**src/rtl/playback_sequencer_if.sv**
```systemverilog
// Control/data bundle between the game FSM, pulse timer, pattern RAM and the
// playback sequencer. master = environment side, slave = sequencer side.
interface playback_sequencer_if;
    logic       start;
    logic       abort;
    logic [4:0] seq_len;
    logic [3:0] speed;
    logic [1:0] color_data;
    logic       variable_pulse;
    logic       fast_pulse;
    logic [3:0] color_addr;
    logic [3:0] pulse_index;
    logic       delay_reset;
    logic [3:0] led;
    logic       busy;
    logic       done;

    modport master (
        output start, abort, seq_len, speed, color_data, variable_pulse, fast_pulse,
        input  color_addr, pulse_index, delay_reset, led, busy, done
    );

    modport slave (
        input  start, abort, seq_len, speed, color_data, variable_pulse, fast_pulse,
        output color_addr, pulse_index, delay_reset, led, busy, done
    );
endinterface

```
**src/rtl/playback_sequencer.sv**
```systemverilog
// Simon pattern playback: per color, fetch from RAM, light LED for the variable
// on-time, blank for the fixed gap, restarting the shared timer at each phase.
module playback_sequencer #(
    parameter int MAX_LEN = 16
) (
    input  logic                 clk,
    input  logic                 reset,
    playback_sequencer_if.slave  bus
);
    typedef enum logic [2:0] {S_IDLE, S_FETCH, S_ON, S_GAP, S_DONE} state_t;

    localparam logic [4:0] LEN_MAX = 5'(MAX_LEN);

    state_t     r_state, w_state_nxt;
    logic [3:0] r_idx,   w_idx_nxt;
    logic [4:0] r_len,   w_len_nxt;
    logic [3:0] r_spd,   w_spd_nxt;
    logic [3:0] r_led,   w_led_nxt;
    logic       r_dr,    w_dr_nxt;
    logic       w_vp, w_fp, w_last;

    // Pulses arriving while the timer is being restarted are stale.
    assign w_vp   = bus.variable_pulse & ~r_dr;
    assign w_fp   = bus.fast_pulse & ~r_dr;
    assign w_last = ({1'b0, r_idx} == (r_len - 5'd1));

    always_comb begin
        w_state_nxt = r_state;
        w_idx_nxt   = r_idx;
        w_len_nxt   = r_len;
        w_spd_nxt   = r_spd;
        w_led_nxt   = r_led;
        case (r_state)
            S_IDLE: begin
                if (bus.start) begin
                    w_len_nxt   = (bus.seq_len > LEN_MAX) ? LEN_MAX : bus.seq_len;
                    w_spd_nxt   = bus.speed;
                    w_idx_nxt   = 4'd0;
                    w_state_nxt = (bus.seq_len == 5'd0) ? S_DONE : S_FETCH;
                end
            end
            S_FETCH: begin
                w_led_nxt   = 4'b0001 << bus.color_data;
                w_state_nxt = S_ON;
            end
            S_ON: begin
                if (w_vp) begin
                    w_led_nxt   = 4'd0;
                    w_state_nxt = S_GAP;
                end
            end
            S_GAP: begin
                if (w_fp) begin
                    if (w_last) begin
                        w_state_nxt = S_DONE;
                    end else begin
                        w_idx_nxt   = r_idx + 4'd1;
                        w_state_nxt = S_FETCH;
                    end
                end
            end
            S_DONE:  w_state_nxt = S_IDLE;
            default: w_state_nxt = S_IDLE;
        endcase
        if (bus.abort) begin
            w_state_nxt = S_IDLE;
            w_idx_nxt   = 4'd0;
            w_led_nxt   = 4'd0;
        end
        // Timer runs only in ON and in GAP after its entry cycle.
        w_dr_nxt = (w_state_nxt != S_ON) && !(w_state_nxt == S_GAP && r_state == S_GAP);
    end

    always_ff @(posedge clk) begin
        if (!reset) begin
            r_state <= S_IDLE;
            r_idx   <= 4'd0;
            r_len   <= 5'd0;
            r_spd   <= 4'd0;
            r_led   <= 4'd0;
            r_dr    <= 1'b1;
        end else begin
            r_state <= w_state_nxt;
            r_idx   <= w_idx_nxt;
            r_len   <= w_len_nxt;
            r_spd   <= w_spd_nxt;
            r_led   <= w_led_nxt;
            r_dr    <= w_dr_nxt;
        end
    end

    assign bus.color_addr  = r_idx;
    assign bus.pulse_index = r_spd;
    assign bus.led         = r_led;
    assign bus.delay_reset = r_dr;
    assign bus.busy        = (r_state != S_IDLE);
    assign bus.done        = (r_state == S_DONE);
endmodule
```
**src/flat_wrapper.sv**
```systemverilog
// flat-port wrapper written by rule: the top's interface ports become plain ports
module playback_sequencer_flat 
#(
    parameter int MAX_LEN = 16
)
  (clk, reset, bus_start, bus_abort, bus_seq_len, bus_speed, bus_color_data, bus_variable_pulse, bus_fast_pulse, bus_color_addr, bus_pulse_index, bus_delay_reset, bus_led, bus_busy, bus_done);
  playback_sequencer_if bus_i ();
  input  logic clk;
  input  logic reset;
  input wire logic [$bits(bus_i.start)-1:0] bus_start;
  input wire logic [$bits(bus_i.abort)-1:0] bus_abort;
  input wire logic [$bits(bus_i.seq_len)-1:0] bus_seq_len;
  input wire logic [$bits(bus_i.speed)-1:0] bus_speed;
  input wire logic [$bits(bus_i.color_data)-1:0] bus_color_data;
  input wire logic [$bits(bus_i.variable_pulse)-1:0] bus_variable_pulse;
  input wire logic [$bits(bus_i.fast_pulse)-1:0] bus_fast_pulse;
  output wire logic [$bits(bus_i.color_addr)-1:0] bus_color_addr;
  output wire logic [$bits(bus_i.pulse_index)-1:0] bus_pulse_index;
  output wire logic [$bits(bus_i.delay_reset)-1:0] bus_delay_reset;
  output wire logic [$bits(bus_i.led)-1:0] bus_led;
  output wire logic [$bits(bus_i.busy)-1:0] bus_busy;
  output wire logic [$bits(bus_i.done)-1:0] bus_done;
  assign bus_i.start = bus_start;
  assign bus_i.abort = bus_abort;
  assign bus_i.seq_len = bus_seq_len;
  assign bus_i.speed = bus_speed;
  assign bus_i.color_data = bus_color_data;
  assign bus_i.variable_pulse = bus_variable_pulse;
  assign bus_i.fast_pulse = bus_fast_pulse;
  assign bus_color_addr = bus_i.color_addr;
  assign bus_pulse_index = bus_i.pulse_index;
  assign bus_delay_reset = bus_i.delay_reset;
  assign bus_led = bus_i.led;
  assign bus_busy = bus_i.busy;
  assign bus_done = bus_i.done;
  playback_sequencer #(.MAX_LEN(MAX_LEN)) u_core (.clk(clk), .reset(reset), .bus(bus_i));
endmodule
```
**config.mk**
```make
export PLATFORM = sky130hd
export DESIGN_NAME = playback_sequencer_flat
export DESIGN_NICKNAME = d
export VERILOG_FILES = /design/src/rtl/playback_sequencer_if.sv /design/src/rtl/playback_sequencer.sv /design/src/flat_wrapper.sv
export SDC_FILE = /design/constraint.sdc
export NUM_CORES = 1
export LEC_CHECK = 0
export CORE_MARGIN = 2
export CORE_UTILIZATION = 40
export CTS_CLUSTER_SIZE = 8
export DETAILED_ROUTE_END_ITERATION = 6
export GPL_TIMING_DRIVEN = 0
export PLACE_DENSITY = 0.71
export SYNTH_ARGS = -nofsm -noshare
export SYNTH_HDL_FRONTEND = slang
export SYNTH_SLANG_ARGS = --single-unit
```
**constraint.sdc**
```tcl
create_clock -name clk -period 2.45 [get_ports clk]
set_input_delay 0.49 -clock clk [delete_from_list [all_inputs] [get_ports clk]]
set_output_delay 0.49 -clock clk [all_outputs]
set_load 0.01 [all_outputs]
```
Word-level counts from Yosys, hierarchy flattened
Cells that the tools add are included.
{ "totals": {"reg_bits": 21, "latchBits": 0, "mem_bits_rw": 0, "rom_bits": 0, "in_bits": 17, "out_inout_bits": 15, "mem_count": 0} }
{ "classes": {"n_addsub": 2, "mul": 0, "div_mod_pow": 0, "magnitude_cmp": 1, "n_eq_ne": 11, "shift": 1, "muxes": 14, "bitwise_logic": 4, "n_reduce_logical": 12} }
{ "op_table": {"columns": ["operator", "count"], "rows": [
  ["3-bit two-way mux", 6],
  ["4-bit two-way mux", 4],
  ["4-bit case mux with 2 select lines", 2],
  ["3-bit case mux with 4 select lines", 1],
  ["3-bit by 2-bit == test with 1-bit output (second input constant)", 3],
  ["4-bit by 5-bit == test with 1-bit output", 1],
  ["5-bit greater-than comparator (second input constant)", 1],
  ["5-bit logical NOT", 1],
  ["5-bit two-way mux", 1],
  ["5-bit by 1-bit subtractor with 5-bit output (second input constant)", 1],
  ["4-bit by 1-bit adder with 4-bit output (second input constant)", 1],
  ["2-bit by 1-bit inequality test with 1-bit output (second input constant)", 2],
  ["2-bit inequality test (second input constant)", 2],
  ["2-bit AND reduction", 2],
  ["4-bit AND reduction", 1],
  ["2-bit nonzero test", 2],
  ["1-bit by 2-bit << shifter with 4-bit output (first input constant)", 1],
  ["3-bit by 1-bit == test with 1-bit output (second input constant)", 1],
  ["3-bit == test (second input constant)", 1],
  ["3-bit logical NOT", 1],
  ["3-bit by 2-bit inequality test with 1-bit output (second input constant)", 1],
  ["3-bit nonzero test", 1],
  ["1-bit AND", 2],
  ["1-bit logical AND", 2],
  ["other kinds (3)", 4]
]} }

Longest topological paths before layout
{ "logic_depth": {"ltp_word": 10, "ltp_mapped": 7, "mapped_depth_nobuf": 7} }

Least setup slack after synthesis
No wires, ideal clock.
{ "synth_path": {"path_type": "register to register", "from": "reg u_core.r_len[0]", "to": "reg u_core.r_state[0]", "setup_ns": 0.115, "t_arrival_ns": 1.640, "required_time_ns": 2.335, "path_slack_ns": 0.695, "stages_incl_launch_ff": 8, "n_path_buf": 0, "synth_period_minus_slack_ns": 1.755, "cell_sequence": "dfxtp_1 > inv_1 > ha_1 > xnor2_1 > a22oi_2 > a2111oi_4 > a21oi_1 > o21a_1"} }
{ "synth_via": {"elab_chain_len": 6} }
{ "synth_lines": {"columns": ["element", "line", "text"], "rows": [
  ["from (decl)", "playback_sequencer.sv:16", "logic [4:0] r_len, w_len_nxt;"],
  ["from (signal assigned)", "playback_sequencer.sv:85", "r_len <= w_len_nxt;"],
  ["5-bit by 1-bit subtractor with 5-bit output", "playback_sequencer.sv:25", "assign w_last = ({1'b0, r_idx} == (r_len - 5'd1));"],
  ["4-bit by 5-bit == test with 1-bit output", "playback_sequencer.sv:25", null],
  ["3-bit two-way mux", "playback_sequencer.sv:54", "if (w_last) begin"],
  ["3-bit two-way mux", "playback_sequencer.sv:53", "if (w_fp) begin"],
  ["3-bit case mux with 4 select lines", "playback_sequencer.sv:33", "case (r_state)"],
  ["3-bit two-way mux", "playback_sequencer.sv:65", "if (bus.abort) begin"],
  ["to (signal assigned)", "playback_sequencer.sv:83", "r_state <= w_state_nxt;"],
  ["to (decl)", "playback_sequencer.sv:14", "state_t r_state, w_state_nxt;"]
]} }
No other way between the ends.
A chain may end at the register's enable or synchronous reset.

Worst setup path in the final report
{ "layout_path": {"from": "reg u_core.r_state[2]", "to": "out bus_done"} }
{ "layout_via": {"elab_chain_len": 1} }
{ "layout_lines": {"columns": ["element", "line", "text"], "rows": [
  ["3-bit == test", "playback_sequencer.sv:97", "assign bus.done = (r_state == S_DONE);"],
  ["to (decl)", "flat_wrapper.sv:22", "output wire logic [$bits(bus_i.done)-1:0] bus_done;"]
]} }
No other way between the ends.

==> flow_summary.ini <==
[sta]
finClkSkew_ns = 0.006862
slew_violations = 0
tns_ns = 0
setup_slack_ns = 0.1613
tightest_slew_ns = 0.4857
relSlewSlack = 0.6762
period_share = 0.9342
whs_ns = 0.4861
setup_violations = 0
fmax_mhz = 436.9
rsz0062_at_grt = false
finalHoldViolCount = 0
period_needed_ns = 2.289

[synthesis]
yosys.area.top_type = dfxtp_1
seq_area_frac_synth = 0.3780
syn_area_mm2 = 0.001112
synth-edff-count = 0
synth_xor_area_frac = 0.03937
yosys.area_share.simple = 0.3206
synth_top_family_by_area = simple AND/OR/NAND/NOR gates
syn_inst = 125
async_reset_ff_frac = 0
avgSynthCellArea_um2 = 8.899
synthTopCellsByArea = dfxtp_1, nor2b_1, mux2i_1
ys_types = 35
yosysWarnings = 0
synth_flop_cell = dfxtp_1
synth_compound_area_frac = 0.1384
ys_seq_elements = 21
yosysTopAreaCellShare = 0.3780
synthAdderAreaFrac = 0.02250
syn_nets = 144
synth_mux_area_frac = 0.07199

[cells_and_area]
drive_gt1_frac = 0.06250
antennaDiodeCount = 0
nFillCells = 260
final_nets = 180
design_area_mm2 = 0.001488
area_growth_pct = 33.75
fin_cells = 191

[drt]
ant_nets = 0
drt-vias-per-instance = 5.283
drtPass1Iterations = 4
routed_wl_um = 2406
wl_per_cell_um = 12.60
drc = 0
vias = 1009
drtIter0Drc = 21

[clock_network]
cts_buffer_depth = 2
clkSlewWorstSetupHoldPaths_ns = 0.12
numClockSinks = 21
post_cts_resized = 0
worstSkewPairLatency_ns = 0.30
post-cts-setup-buffers = 0
htreeDepth = 1
cts_inserted_buffers = 3
cts_tree = built
hold_buffers = 0
cts_root_buffer = clkbuf_4

[setup_path]
path_max_fanout = 10
worstPathRequired_ns = 1.96
crit_type = flip-flop to output port
arrival_ns = 1.80
cp-start-kind = flip-flop
worst_setup_path_end_kind = output port

[power]
p_int_uw = 478.4
power.clock.fraction = 0.260
p_sw_frac = 0.2516
peakVddDrop_mv = 0.4300
power_leakage_nw = 0.5130
cellPowerDensity_mw_per_mm2 = 429.7
sequentialPowerShare = 0.563
power_frac_comb = 0.177
switching_power_uw = 160.9

[run_status]
outcome = finished clean

[global_route]
grt_max_degree = 12
grt_pass1_vias = 922
antenna_found_initial = 0
grtUsageTotal = 0.1571
grt_pass1_wl_um = 3960
grt-ovfl-total = 0

[placed_design]
numPortBuffers = 31
dpl-instance-area_mm2 = 0.001461
pre_cts_slack_ns = 0.3252
gp_congestion = 0.7581
dp_hpwl_um = 1899
dpl.cell_count = 187

[floorplan]
initial_core_util = 0.4141
rows = 19
pin_count = 32
fp.dieW_um = 56.74
dieArea_mm2 = 0.003219
chipHeight_um = 56.74
core-area_mm2 = 0.002686

[min_path]
hold_class = flip-flop to flip-flop

[flow_run]
drv_cap = 0
[power groups by stage]
stage	clock network (mW)	registers [mW]	logic, mW
6_report	0.166	0.360	0.113
5_1_grt	0.183	0.361	0.124
4_1_cts	0.172	0.360	0.114
3_5_place_dp	0	0.368	0.114
3_3_place_gp	0	0.367	0.111
2_1_floorplan	0	0.368	0.0599
[critical path: stages (launching register included)]
cell and delay, ns:
dfxtp_1 0.41, clkbuf_1 0.36, and2_1 0.20, clkdlybuf4s50_1 0.53
[final cells by class]
type / instances / area, um^2 / share of cell area
sequential: 21 / 420.4 / 0.2826
buffer: 4 / 17.52 / 0.01177
tap: 31 / 38.79 / 0.02607
multi-input combinational: 96 / 659.4 / 0.4432
timing repair buffer: 31 / 310.3 / 0.2086
inverter: 4 / 15.01 / 0.01009
clock buffer: 4 / 26.28 / 0.01766
[kinds of logic after synthesis]
logic type               count (synthesis)
XOR/XNOR                                 5
flip-flops                              21
AND/OR/NAND/NOR                         58
adder cells (fa/ha/maj)                  2
AO/OA/AOI/OAI                           23
buffers and inverters                    8
multiplexers                             8
[layer usage]
| layer | routed length (um) | global-route usage | part of all wire |
|---|---|---|---|
| met1 | 1101 | 0.2048 | 0.46 |
| met2 | 1207 | 0.2575 | 0.50 |
| met3 | 78 | 0.02765 | 0.032 |
| met4 | 19 | 0.05980 | 0.0079 |
| met5 | 0 | 0 | 0 |
[cells in the mapped netlist (2+ instances only)]
master and number:
clkbuf_1 2, ha_1 2, nor2b_1 14, nand3b_1 2
nand4_1 2, or3_1 3, nand2_1 7, mux2i_1 8
dfxtp_1 21, buf_2 2, nor2_1 7, nand2b_1 2
nor3_1 3, inv_1 4, nand3_1 3, nor3b_1 5
o21ai_1 2, xnor2_1 5, o21ai_0 5, a21oi_1 11
[path summary, 6_finish.rpt]
| check | endpoint | depth (start not counted) | slack, ns | from |
|---|---|---|---|---|
| worst max-delay path | bus_done | 3 | 0.16 | u_core.r_state[2] |
| worst min-delay path | u_core.bus.led[1] | 2 | 0.49 | u_core.bus.led[1] |
| worst max register to register | u_core.bus.color_addr[2] | 7 | 0.50 | u_core.r_len[0] |
| worst min register to register | u_core.bus.led[1] | 2 | 0.49 | u_core.bus.led[1] |
[layout by cell type (no fill, tap or decap)]
cell | netlist | routed
dfxtp_1 | 21 | 21
nor2_1 | 7 | 7
and2_1 | 1 | 1
nand2b_1 | 2 | 2
a32oi_1 | 1 | 1
and4bb_1 | 1 | 1
o21ai_0 | 5 | 5
nand4_1 | 2 | 2
and3_1 | 1 | 1
a21oi_1 | 11 | 11
nor3_2 | 1 | 1
nand4b_1 | 1 | 1
a22oi_2 | 1 | 1
inv_1 | 4 | 4
o31ai_1 | 1 | 1
ha_1 | 2 | 2
or4_1 | 1 | 1
and3b_2 | 1 | 1
clkdlybuf4s50_1 | 0 | 31
o21a_1 | 1 | 1
or3_1 | 3 | 3
nor3b_1 | 5 | 5
nand3b_1 | 2 | 2
nor3_1 | 3 | 3
clkbuf_1 | 2 | 3
nor3b_2 | 1 | 1
nor2b_1 | 14 | 14
nand2_1 | 7 | 7
buf_2 | 2 | 2
o21ai_1 | 2 | 2
nand3_1 | 3 | 3
a2111oi_4 | 1 | 1
nor4bb_1 | 1 | 1
clkbuf_4 | 0 | 3
nor4_1 | 1 | 1
mux2i_1 | 8 | 8
xnor2_1 | 5 | 5
[state kept, by name, summed over array words and instances, names as in the netlist]
signal,cells
u_core.r_len,5
u_core.bus.pulse_index,4
u_core.r_state,3
u_core.bus.led,4
u_core.bus.delay_reset,1
u_core.bus.color_addr,4
[stage by stage]
step                      total power [mW]  utilization
after floorplan                     0.4282            -
after global placement              0.4780       0.5440
after detailed placement            0.4817       0.5440
after CTS                           0.6458       0.5538
after global routing                0.6683       0.5538
final                               0.6393       0.5538
No activity file was read; power rests on OpenSTA's default activity.
